[src/rtl/ase_hssi_pkt_monitor.sv]
// ase_hssi_pkt_monitor
//   Passive tap on one HSSI AXI-Stream channel. Builds one summary record per
//   completed packet (id, beats, bytes, start cycle, error flags), buffers the
//   records in a small FIFO and presents them on a valid/ready port. The tapped
//   stream is only observed, never driven or stalled.
//
//   Ports:
//     clk, SoftReset_n         clock, asynchronous active-low reset
//     mon_t*                   tapped AXI-Stream signals (inputs only)
//     rec_valid / rec_ready    record handshake; rec_* show the FIFO head
//     drop_cnt                 records lost to a full FIFO (saturating)
//     proto_err_cnt            protocol violations (saturating)
//
//   Optional feature: define ASE_HSSI_MON_PROTOCOL_CHECK_EN to enable the
//   stall-stability / empty-tkeep checker. Without it proto_err_cnt is 0.
module ase_hssi_pkt_monitor #(
    parameter int DATA_W     = 64,
    parameter int FIFO_DEPTH = 8
) (
    input  logic                clk,
    input  logic                SoftReset_n,
    input  logic                mon_tvalid,
    input  logic                mon_tready,
    input  logic [DATA_W-1:0]   mon_tdata,
    input  logic [DATA_W/8-1:0] mon_tkeep,
    input  logic                mon_tlast,
    input  logic                mon_tuser,
    output logic                rec_valid,
    input  logic                rec_ready,
    output logic [31:0]         rec_pkt_id,
    output logic [15:0]         rec_beats,
    output logic [15:0]         rec_bytes,
    output logic [31:0]         rec_start_cycle,
    output logic                rec_err,
    output logic                rec_trunc,
    output logic [15:0]         drop_cnt,
    output logic [15:0]         proto_err_cnt
);
    localparam int KEEP_W = DATA_W / 8;
    localparam int PTR_W  = $clog2(FIFO_DEPTH);

    typedef struct packed {
        logic [31:0] pkt_id;
        logic [15:0] beats;
        logic [15:0] bytes;
        logic [31:0] start_cycle;
        logic        err;
        logic        trunc;
    } rec_t;

    typedef enum logic [1:0] {IDLE, IN_PKT, PUSH} state_t;

    state_t      state, state_n;
    logic [31:0] cyc_cnt;
    logic [31:0] pkt_id;
    logic [31:0] cur_start;
    logic [15:0] cur_beats, cur_bytes, keep_cnt;
    logic [16:0] bytes_sum;
    logic        cur_err, cur_trunc, pend_err;
    logic        beat, first, push, viol;

    assign beat  = mon_tvalid & mon_tready;
    // A beat outside IN_PKT always opens a new packet, including in PUSH.
    assign first = beat & (state != IN_PKT);
    assign push  = (state == PUSH);

    always_comb begin
        keep_cnt = '0;
        for (int i = 0; i < KEEP_W; i++) keep_cnt = keep_cnt + 16'(mon_tkeep[i]);
    end
    assign bytes_sum = {1'b0, cur_bytes} + {1'b0, keep_cnt};

`ifdef ASE_HSSI_MON_PROTOCOL_CHECK_EN
    logic              stall_q, last_q, user_q;
    logic [DATA_W-1:0] data_q;
    logic [KEEP_W-1:0] keep_q;
    logic              viol_hold, viol_keep;
    logic [16:0]       proto_sum;

    // Once stalled, the beat must stay presented and unchanged.
    assign viol_hold = stall_q & (!mon_tvalid || mon_tdata != data_q || mon_tkeep != keep_q
                                  || mon_tlast != last_q || mon_tuser != user_q);
    assign viol_keep = beat & (mon_tkeep == '0);
    assign viol      = viol_hold | viol_keep;
    assign proto_sum = {1'b0, proto_err_cnt} + 17'(viol_hold) + 17'(viol_keep);

    always_ff @(posedge clk or negedge SoftReset_n) begin
        if (!SoftReset_n) begin
            stall_q       <= 1'b0;
            data_q        <= '0;
            keep_q        <= '0;
            last_q        <= 1'b0;
            user_q        <= 1'b0;
            proto_err_cnt <= '0;
        end else begin
            stall_q       <= mon_tvalid & !mon_tready;
            data_q        <= mon_tdata;
            keep_q        <= mon_tkeep;
            last_q        <= mon_tlast;
            user_q        <= mon_tuser;
            proto_err_cnt <= proto_sum[16] ? 16'hFFFF : proto_sum[15:0];
        end
    end
`else
    logic unused_tdata;
    assign unused_tdata  = ^mon_tdata;
    assign viol          = 1'b0;
    assign proto_err_cnt = '0;
`endif

    always_comb begin
        state_n = state;
        case (state)
            IDLE:    if (beat) state_n = mon_tlast ? PUSH : IN_PKT;
            IN_PKT:  if (beat && mon_tlast) state_n = PUSH;
            PUSH:    state_n = beat ? (mon_tlast ? PUSH : IN_PKT) : IDLE;
            default: state_n = IDLE;
        endcase
    end

    always_ff @(posedge clk or negedge SoftReset_n) begin
        if (!SoftReset_n) begin
            state     <= IDLE;
            cyc_cnt   <= '0;
            pkt_id    <= '0;
            cur_start <= '0;
            cur_beats <= '0;
            cur_bytes <= '0;
            cur_err   <= 1'b0;
            cur_trunc <= 1'b0;
            pend_err  <= 1'b0;
        end else begin
            state   <= state_n;
            cyc_cnt <= cyc_cnt + 32'd1;
            if (push) pkt_id <= pkt_id + 32'd1;
            if (first) begin
                cur_start <= cyc_cnt;
                cur_beats <= 16'd1;
                cur_bytes <= keep_cnt;
                cur_err   <= mon_tuser | viol | pend_err;
                cur_trunc <= 1'b0;
                pend_err  <= 1'b0;
            end else if (beat) begin
                cur_beats <= (cur_beats == 16'hFFFF) ? 16'hFFFF : cur_beats + 16'd1;
                cur_bytes <= bytes_sum[16] ? 16'hFFFF : bytes_sum[15:0];
                cur_err   <= cur_err | mon_tuser | viol;
                cur_trunc <= cur_trunc | (cur_beats == 16'hFFFF) | bytes_sum[16];
            end else if (viol) begin
                // A violation with no packet open is charged to the next packet.
                if (state == IN_PKT) cur_err <= 1'b1;
                else                 pend_err <= 1'b1;
            end
        end
    end

    // Record FIFO
    rec_t             mem [FIFO_DEPTH];
    rec_t             head, wr_rec;
    logic [PTR_W-1:0] wr_ptr, rd_ptr;
    logic [PTR_W:0]   count;
    logic             full, pop, push_ok;

    assign wr_rec  = '{pkt_id: pkt_id, beats: cur_beats, bytes: cur_bytes,
                       start_cycle: cur_start, err: cur_err, trunc: cur_trunc};
    assign full    = (count == (PTR_W+1)'(FIFO_DEPTH));
    assign pop     = rec_valid & rec_ready;
    assign push_ok = push & (!full | pop);

    always_ff @(posedge clk) begin
        if (push_ok) mem[wr_ptr] <= wr_rec;
    end

    always_ff @(posedge clk or negedge SoftReset_n) begin
        if (!SoftReset_n) begin
            wr_ptr   <= '0;
            rd_ptr   <= '0;
            count    <= '0;
            drop_cnt <= '0;
        end else begin
            if (push_ok) wr_ptr <= wr_ptr + 1'b1;
            if (pop)     rd_ptr <= rd_ptr + 1'b1;
            if (push_ok && !pop)      count <= count + 1'b1;
            else if (!push_ok && pop) count <= count - 1'b1;
            if (push && !push_ok && drop_cnt != 16'hFFFF) drop_cnt <= drop_cnt + 16'd1;
        end
    end

    // Fields read as zero while empty so nothing stale is exposed after reset.
    assign rec_valid       = (count != '0);
    assign head            = mem[rd_ptr];
    assign rec_pkt_id      = rec_valid ? head.pkt_id      : '0;
    assign rec_beats       = rec_valid ? head.beats       : '0;
    assign rec_bytes       = rec_valid ? head.bytes       : '0;
    assign rec_start_cycle = rec_valid ? head.start_cycle : '0;
    assign rec_err         = rec_valid & head.err;
    assign rec_trunc       = rec_valid & head.trunc;
endmodule
[config.mk]
export PLATFORM = sky130hd
export DESIGN_NAME = ase_hssi_pkt_monitor
export DESIGN_NICKNAME = d
export VERILOG_FILES = /design/src/rtl/ase_hssi_pkt_monitor.sv
export SDC_FILE = /design/constraint.sdc
export NUM_CORES = 1
export LEC_CHECK = 0
export BUFFER_PORTS_ARGS = -buffer_cell sky130_fd_sc_hd__buf_2
export CELL_PAD_IN_SITES_DETAIL_PLACEMENT = 0
export CELL_PAD_IN_SITES_GLOBAL_PLACEMENT = 1
export CORE_AREA = 2 2 313 315
export DETAILED_ROUTE_END_ITERATION = 8
export DIE_AREA = 0 0 315 317
export PLACE_DENSITY = 0.68
export SYNTH_ARGS = -nofsm -noshare
export SYNTH_HDL_FRONTEND = slang
export SYNTH_SLANG_ARGS = --single-unit
[constraint.sdc]
create_clock -name clk -period 12.65 [get_ports clk]
set_input_delay 0 -clock clk [delete_from_list [all_inputs] [get_ports clk]]
set_output_delay 0 -clock clk [all_outputs]
set_load 0.02 [all_outputs]
==> reports/metrics.csv, run 1 <==
metric,value,unit
Critical Path RT,12650,ps
Synth Cell Area,37200,um^2
Num CTS Buffers,94,
Yosys reg bits,942,
Synthesis Warnings,0,
routed len/inst,22.0,um
Least-Margin Pin Slew,1140,ps
postcts setup bufs,0,
first-pass GRT wire length,121,mm
Buf/Inv on CP,2,
Antenna Cells,0,
Worst-path clk slew,60,ps
final setup TNS,0,ps
fmax,0.255,GHz
Pins Over Slew Limit,0,
sequential area share after synthesis,0.738,
Hold Path Stages,3,
Worst setup SP type,flip-flop,
adder-cell share of the synthesized area,0.00860,
Worst VDD drop,0.000220,V
share of cells above drive strength 1,0.238,
"most common cell after layout, fill and taps aside",edfxtp_1,
initial antenna violation count,1,
Hold Crit Endpoint,cur_err,
CTS root buf,clkbuf_16,
maximum root-to-sink buffer count,3,
RSZ-0062 raised after global routing,no,
Core ar.,96300,um^2
area of the multi-input gates,9250,um^2
Detail Route Antenna Nets,0,
Yosys top cell by area,edfxtp_1,
Top delay family on crit path,buffers and inverters,
CTS tree,built,
R2R depth,7,
number of synthesized flops with an enable pin,784,
synthesized instance count,2003,
RePlAce Congestion,0.738,
max cap viols,0,
Setup CP Type,reg -> out,
Max Fanout on Critical Path,52,
min Tclk post-route,3920,ps
Tot GR Track Use,0.159,
Sink Count,942,
crit path cell chain,buf_4 > mux4_2 > mux2i_1 > nor2_1 > buf_2,
Final Skew,21.0,ps
worst hold slack,190,ps
largest net degree at the start of global routing,145,
Cells after DPL,3357,
post-synthesis simple-gate area fraction,0.0570,
Max H-tree Level,3,
prevailing post-synth register cell,edfxtp_1,
mux share of post-synthesis cell area,0.146,
Synth async-reset ratio,0.168,
largest cells by area after synthesis,"edfxtp_1 63%, mux4_2 12%, dfrtp_1 11%",
die height,317,um
"slowest stage cell, crit path",dfrtp_4,
Critical R2R Launch,state[0],
status,"complete, no violations",
"Clk Latency, worst-skew pair",650,ps
Syn Area/Cell,18.6,um^2
CP Capture Type,primary output,
vias after detailed routing,18500,
nets@finish,2289,
combinational family with the most area after synthesis,multiplexers,
Worst Hold Launch,mon_tuser,
total congestion overflow,0,
drt pass-1 iters,7,
DP HPWL,41.6,mm
period utilization,0.310,
"Area growth, synth to finish",14.6,%
DRT iter0 DRCs,1390,
Synth Area in Compound Gates,0.0131,
Worst Path Arrival,3920,ps
vias in the first global route,19600,
Via-to-Cell Ratio,5.21,
IO Count,210,
final setup vio count,0,
HP Class,in -> reg,
Final Hold Vio Count,0,
Synth cell types,59,
Post-route DRC,0,
register area,27500,um^2
Port Buffers,129,
post-synth top area share,0.632,
Die W,315,um
CP peak stage delay,940,ps
Core Rows,114,
routed wire length,78.1,mm
Starting Density,0.387,
Die ar.,99900,um^2
Filler cells,8295,
XOR/XNOR Fraction of Synth Area,0.0200,
Final Non-Filler Cells,3545,
most frequent cells in the layout,"784 x edfxtp_1, 196 x mux4_2, 155 x dfrtp_1",
Slew HR,0.242,
r2r setup slk,9420,ps
Reg-to-Reg End,mem[6][91],
leak pwr,15.8,nW
PwrDens,201,nW/um^2
==> sequential cells by signal, indices dropped and copies added, names as in the netlist <==
register and count:
cur_beats 16, pkt_id 32, wr_ptr 3, rd_ptr 3, cur_trunc 1, cur_start 32, cur_bytes 16, cyc_cnt 32
drop_cnt 16, count 4, mem 784, cur_err 1, state 2
==> tightest hold or removal path, cell delays in order <==
cell	delay, ps
dlygate4sd3_1	520
buf_2	140
a22o_1	140
==> per-layer routing <==
metal / wire (um) / part of all wire / track usage
met1: 33500 / 0.43 / 0.210
met2: 39600 / 0.51 / 0.272
met3: 3680 / 0.047 / 0.0265
met4: 1370 / 0.018 / 0.0443
met5: 13 / 0.00017 / 0
==> power breakdown <==
group / internal, mW / total [mW] / switching [mW]
Clock: 1.64 / 2.78 / 1.14
Combinational: 0.872 / 2.10 / 1.23
Sequential: 3.49 / 3.70 / 0.213
==> Yosys cell counts, types with 3 or more instances <==
cell type    n
nor4_2       3
mux4_2     196
o211ai_1     3
o21ai_0     27
mux2_2       5
a31oi_1     13
a21oi_1     18
clkbuf_1    37
inv_1       32
nor3_2       4
fa_1         6
edfxtp_1   784
dfrtp_1    158
buf_4       18
ha_1        16
nand2_1    142
nand4_1     21
buf_2       30
and4_1      10
and3_1      18
nor3_1      26
nor2_1     148
and2_1       5
mux2i_1     98
xor2_1      30
nand3_1     39
a211oi_1     4
nand4_2      3
xnor2_1     55
buf_1       15
==> through the flow <==
| step | cell area, um^2 | utilization | total power, mW | setup slack, ps |
|---|---|---|---|---|
| 2_1_floorplan | 37300 | - | 5.21 | 924 |
| 3_3_place_gp | 39400 | 0.409 | 5.91 | 8190 |
| 3_5_place_dp | 39400 | 0.409 | 5.93 | 8170 |
| 4_1_cts | 42700 | 0.443 | 8.73 | 8570 |
| 5_1_grt | 42700 | 0.443 | 8.99 | 8410 |
| 6_report | 42700 | 0.443 | 8.58 | 8730 |
==> how the worst max path moves through the flow <==
stage,start,endpoint,slack [ps],cells after the start
after global placement,mon_tkeep[0],cur_bytes[8],8190,15
after floorplan,state[0],mem[4][0],920,3
after global routing,rd_ptr[0],rec_err,8410,5
after CTS,rd_ptr[0],rec_err,8570,5
final,rd_ptr[0],rec_err,8730,5
after detailed placement,mon_tkeep[0],cur_bytes[8],8170,15
==> cell type report <==
| cell class | instances | area share |
|---|---|---|
| inverter | 32 | 0.00281 |
| clock buffer | 141 | 0.0642 |
| timing repair buffer | 176 | 0.0252 |
| sequential | 942 | 0.645 |
| multi-input combinational | 942 | 0.217 |
| tap | 1276 | 0.0374 |
| clock inverter | 36 | 0.00915 |
==> repair_timing <==
| action | CTS | global route |
|---|---|---|
| hold buffers | 11 | 0 |
| hold endpoints to repair | 133 | 0 |
| resized for setup | 0 | 0 |
==> kinds of logic (layout without fill, tap and decap cells) <==
kind of cell	after synthesis	count (layout)
xor gates and xnor gates	85	85
adders and majority gates	22	22
and+or+nand+nor	442	442
buffers and inverters	134	385
muxes	299	299
DFF	942	942
other	1	16
AOI/OAI and AO/OA	78	78
(Power assumes the default switching activity.)
==> run 2: changes to the inputs <==
Settings changed: PLACE_DENSITY 0.68 to 0.66.
Clock period 12.65 ns to 3.77 ns, I/O delays scaled along.
==> run 2 against run 1 <==
Clock-buffer cell count down 9. Worst hold slack improved by 61 ps. Worst setup slack got worse by 8300 ps. Critical path depth up 11. Die area unchanged. Core utilization up 0.64 points. Sequential share of layout area decreased by 0.92 points. Combinational power rose to 3.5 times the previous value. Critical path type is now in -> reg. Critical endpoint is now cur_bytes[14]. Largest cell class unchanged.
==> reports/metrics.csv, run 2 (same netlist as run 1, synthesis figures left out) <==
metric,value,unit,change
Largest Register,mem,,
initial antenna violation count,1,,unchanged
period utilization,0.878,,
Via-to-Cell Ratio,5.23,,+0.47%
routed len/inst,22.4,um,+1.7%
HP Class,in -> reg,,
DRT iter0 DRCs,1124,,-19%
PwrDens,687,nW/um^2,+240%
Critical Path RT,4340,ps,-8310 ps
Setup CP Type,in -> reg,,
worst hold slack,250,ps,+60.8 ps
CTS root buf,clkbuf_16,,
final setup vio count,0,,unchanged
"most common cell after layout, fill and taps aside",edfxtp_1,,
cts repair resizes,0,,unchanged
routed wire length,79.8,mm,+2.2%
nets@finish,2303,,+0.61%
Most common cell on crit path,fa_1,,
Die ar.,99900,um^2,unchanged
Starting Density,0.387,,unchanged
most frequent cells in the layout,"784 x edfxtp_1, 196 x mux4_2, 155 x dfrtp_1",,
"Power, Total",29.8,mW,+250%
maximum root-to-sink buffer count,3,,unchanged
"Area growth, synth to finish",16.3,%,
Detail Route Antenna Nets,0,,unchanged
max reg flops,784,,unchanged
"Clk Latency, worst-skew pair",670,ps,+20 ps
Worst Path Arrival,3880,ps,-40 ps
postcts setup bufs,0,,unchanged
share of cells above drive strength 1,0.246,,+0.00818
Antenna Cells,0,,unchanged
Final WS setup,459,ps,-8270 ps
pre-CTS WS,-250,ps,-8420 ps
Num CTS Buffers,98,,+4.3%
Worst VDD drop,0.000456,V,+110%
Sink Count,942,,unchanged
vias after detailed routing,18600,,+0.98%
Core ar.,96300,um^2,unchanged
min Tclk post-route,3310,ps,
crit path cell chain,buf_2 > inv_1 > fa_1 > fa_1 > fa_1 > inv_1 > ha_1 > inv_1 > fa_1 > fa_1 > nand2b_1 > a21o_1 > nor3_2 > buf_4 > and4bb_2 > nor3_1,,
Worst-path clk slew,60,ps,about the same
"slowest stage cell, crit path",fa_1,,
Final Hold Vio Count,0,,unchanged
Max Fanout on Critical Path,4,,-92%
largest net degree at the start of global routing,99,,-32%
CP Capture Type,flip-flop,,
max cap viols,0,,unchanged
"Hold-fix buffers, CTS",12,,+1
Worst Hold Launch,mon_tlast,,
IO Count,210,,unchanged
RePlAce Congestion,0.746,,+1.0%
Final Non-Filler Cells,3563,,+0.51%
fmax,0.302,GHz,
first-pass GRT wire length,121,mm,+0.70%
Tot GR Track Use,0.162,,+0.00264
CP peak stage delay,540,ps,-400 ps
total congestion overflow,0,,unchanged
Critical R2R Launch,count[1],,
Port Buffers,129,,unchanged
Post-route DRC,0,,unchanged
Final Skew,43.1,ps,+22.0 ps
Least-Margin Pin Slew,950,ps,-188 ps
DP HPWL,43.0,mm,+3.4%
CTS tree,built,,
leak pwr,16.0,nW,+1.5%
Setup crit start,mon_tkeep[0],,
area of the multi-input gates,9310,um^2,+0.61%
Max H-tree Level,3,,unchanged
Die W,315,um,unchanged
Core Rows,114,,unchanged
Cells after DPL,3366,,+0.27%
Filler cells,8233,,-0.75%
Slew HR,0.367,,+0.125
drt pass-1 iters,5,,-2
Worst setup SP type,input pin,,
RSZ-0062 raised after global routing,no,,
Pins Over Slew Limit,0,,unchanged
die height,317,um,unchanged
vias in the first global route,19700,,+0.087%
register area,27500,um^2,unchanged
status,"complete, no violations",,
[run 2: changes by cell type in the layout (fill, tap and decap cells not counted), moves of 3 or more]
cell and change:
nor3_2 -3, nor3_4 +3, clkinv_2 +4, bufinv_16 +8, clkbuf_1 -3, buf_4 -7, clkbuf_8 -8, clkinvlp_4 +3
buf_12 +16
[run 2: final timing paths]
| path | cells after the start | slack [ps] | end |
|---|---|---|---|
| setup / recovery | 16 | 460 | cur_bytes[14] |
| hold reg to reg | 1 | 470 | cyc_cnt[31] |
| hold / removal | 4 | 250 | state[0] |
| setup reg to reg | 12 | 1130 | count[3] |
| min in group asynchronous | 3 | 390 | cur_start[12] |
| max in group asynchronous | 4 | 2550 | cur_bytes[5] |
[run 2: layout make-up]
class | instances | area share
inverter | 32 | 0.00277
timing repair buffer | 186 | 0.0312
tap | 1276 | 0.0369
clock inverter | 53 | 0.0173
sequential | 942 | 0.635
clock buffer | 132 | 0.0617
multi-input combinational | 942 | 0.215
[run 2: metal layers]
| layer | vias up | global-route usage | wire length [um] |
|---|---|---|---|
| met1 | 9917 | 0.216 | 35000 |
| li1 | 8219 | - | - |
| met3 | 106 | 0.0256 | 3380 |
| met2 | 397 | 0.273 | 39800 |
| met4 | 2 | 0.0505 | 1630 |
| met5 | - | 0 | 13 |
[run 2: through the flow]
step,area (um^2),TNS [ps],util
2_1_floorplan,37400,-277820,-
3_3_place_gp,39700,-1350,0.413
3_5_place_dp,39700,-3000,0.413
4_1_cts,43300,0,0.450
5_1_grt,43300,0,0.450
6_report,43300,0,0.450
[run 2: power by group]
| part | internal (mW) | switching (mW) | total (mW) |
|---|---|---|---|
| combinational | 3.06 | 4.19 | 7.25 |
| sequential | 11.7 | 0.749 | 12.4 |
| clock | 6.04 | 4.03 | 10.1 |
| total | 20.8 | 8.96 | 29.8 |
[run 2: worst max-delay path: cells and delay by family]
family                     cells  cell delay [ps]
adders and majority gates      6             2540
and+or+nand+nor                4              740
buffers and inverters          5              390
AOI/OAI and AO/OA              1              210
==> run 3: changes to the inputs <==
Settings changed: BUFFER_PORTS_ARGS -buffer_cell sky130_fd_sc_hd__buf_2 to not set, DONT_BUFFER_PORTS set to 1, PLACE_DENSITY 0.66 to 0.64, SETUP_SLACK_MARGIN set to 0.05.
==> run 3 against run 2 <==
Die area is the same. Core utilization is 0.78 points lower. Sequential share of layout area increased by 1.1 points.
==> reports/metrics.csv, run 3 (same netlist as run 1, synthesis figures left out) <==
metric,value,unit,change
Tot GR Track Use,0.161,,-0.000957
Detail Route Antenna Nets,0,,unchanged
CP Capture Type,flip-flop,,
CTS root buf,clkbuf_16,,
Post-route DRC,0,,unchanged
dpl cell area,39200,um^2,-1.4%
Clock power frac,0.336,,-0.002
min Tclk post-route,3290,ps,-24.6 ps
DRT iter0 DRCs,1093,,-2.8%
Antenna Cells,0,,unchanged
Starting Density,0.387,,unchanged
"Area growth, synth to finish",14.3,%,
total congestion overflow,0,,unchanged
HP Class,in -> async,,
Worst VDD drop,0.000341,V,-25%
Pins Over Slew Limit,0,,unchanged
largest net degree at the start of global routing,159,,+61%
share of cells above drive strength 1,0.202,,-0.0438
Port Buffers,0,,-100%
initial antenna violation count,1,,unchanged
maximum root-to-sink buffer count,3,,unchanged
Core ar.,96300,um^2,unchanged
Max Fanout on Critical Path,5,,+1
Buf/Inv on CP,4,,-1
Core Rows,114,,unchanged
P_sw,8.64,mW,-3.5%
Final Non-Filler Cells,3440,,-3.5%
Max H-tree Level,3,,unchanged
Setup CP Type,in -> reg,,
Worst Path Arrival,3840,ps,-40 ps
DP HPWL,43.8,mm,+1.8%
vias in the first global route,19100,,-2.7%
drt pass-1 iters,5,,unchanged
register area,27500,um^2,unchanged
Final Skew,24.8,ps,-18.3 ps
Least-Margin Pin Slew,906,ps,-44.1 ps
IO Count,210,,unchanged
sequential share of power,0.434,,+0.016
routed wire length,79.2,mm,-0.75%
Num CTS Buffers,98,,unchanged
Top delay family on crit path,adder cells,,
max cap viols,0,,unchanged
Via-to-Cell Ratio,5.24,,+0.21%
die height,317,um,unchanged
leak pwr,15.5,nW,-3.6%
RePlAce Congestion,0.730,,-2.1%
Slew HR,0.396,,+0.0294
Worst setup SP type,input pin,,
first-pass GRT wire length,120,mm,-1.1%
final setup vio count,0,,unchanged
Comb power frac,0.229,,-0.015
CTS tree,built,,
status,"complete, no violations",,
Cells after DPL,3248,,-3.5%
Sink Count,942,,unchanged
routed len/inst,23.0,um,+2.8%
Final Hold Vio Count,0,,unchanged
Die ar.,99900,um^2,unchanged
Worst-path clk slew,60,ps,about the same
most frequent cells in the layout,"784 x edfxtp_1, 196 x mux4_2, 155 x dfrtp_1",,
area of the multi-input gates,9310,um^2,about the same
RSZ-0062 raised after global routing,no,,
"slowest stage cell, crit path",fa_1,,
fmax,0.304,GHz,+0.75%
"most common cell after layout, fill and taps aside",edfxtp_1,,
Largest Register,mem,,
Critical Path RT,4320,ps,-20 ps
sw frac,0.301,,about the same
"Clk Latency, worst-skew pair",650,ps,-20 ps
post-route cell area,42500,um^2,-1.7%
Int Pwr,20.0,mW,-3.6%
Filler cells,8296,,+0.77%
vias after detailed routing,18000,,-3.3%
max reg flops,784,,unchanged
PwrDens,674,nW/um^2,-1.9%
crit path cell chain,inv_1 > fa_1 > fa_1 > fa_1 > inv_1 > ha_1 > inv_1 > fa_1 > fa_1 > nand2b_1 > a21o_1 > nor3_2 > buf_4 > nor3_1 > a311oi_1,,
Most common cell on crit path,fa_1,,
Die W,315,um,unchanged
period utilization,0.872,,-0.00652
CP peak stage delay,550,ps,about the same
nets@finish,2183,,-5.2%
run 3: cell types whose count changed in the layout (fill, tap and decap cells not counted), sizes merged:
cell,delta
buf,-118
bufinv,-6
clkbuf,+4
clkinv,+6
clkinvlp,-5
dlygate4sd3,-2
inv,-2
run 3: layout make-up:
type,instances,share of cell area
Tap cell,1276,0.0375
Inverter,32,0.00282
Clock inverter,46,0.0110
Multi-Input combinational cell,942,0.219
Sequential cell,942,0.647
Timing Repair Buffer,66,0.0182
Clock buffer,136,0.0651
run 3: metrics by stage:
stage | setup WS (ps) | power, mW | TNS, ps | utilization | hold WS (ps)
2_1_floorplan | -694 | 17.5 | -277820 | - | -296
3_3_place_gp | -134 | 19.4 | -928 | 0.407 | -276
3_5_place_dp | -195 | 19.5 | -1950 | 0.407 | -277
4_1_cts | 480 | 29.2 | 0 | 0.442 | 62.4
5_1_grt | 322 | 30.0 | 0 | 0.442 | 89.8
6_report | 483 | 28.7 | 0 | 0.442 | 11.1
run 3: path summary, 6_finish.rpt:
check                             start            to  slack (ps)  depth (start not counted)
min reg2reg                 cyc_cnt[31]   cyc_cnt[31]         480                          1
min                         SoftReset_n  drop_cnt[10]          10                          2
max reg2reg                    state[0]    mem[2][11]         990                          6
max in group asynchronous   SoftReset_n     rd_ptr[0]        3040                          2
min in group clk             mon_tready  cur_bytes[3]          90                          3
max                        mon_tkeep[0]  cur_bytes[8]         480                         15
run 3: power by group through the flow:
| stage | sequential [mW] | clock [mW] | combinational (mW) |
|---|---|---|---|
| finish | 12.5 | 9.65 | 6.57 |
| floorplan | 12.2 | 0 | 5.34 |
| CTS | 12.5 | 9.88 | 6.81 |
| detailed placement | 12.7 | 0 | 6.74 |
| global route | 12.6 | 10.3 | 7.15 |
| global placement | 12.7 | 0 | 6.71 |
run 3: per-layer routing:
| metal | wire length (um) | global-route usage | up-vias |
|---|---|---|---|
| met2 | 39300 | 0.270 | 338 |
| met4 | 1670 | 0.0476 | 2 |
| met1 | 34700 | 0.214 | 9606 |
| li1 | - | - | 7972 |
| met5 | 13 | 0 | - |
| met3 | 3560 | 0.0295 | 117 |
run 3: what timing repair did:
action                     in CTS  in global routing
buffers inserted                0                  0
setup endpoints to repair       0                  0
hold buffers                   10                  0
hold endpoints to repair      202                  0
gates resized for setup         0                  0
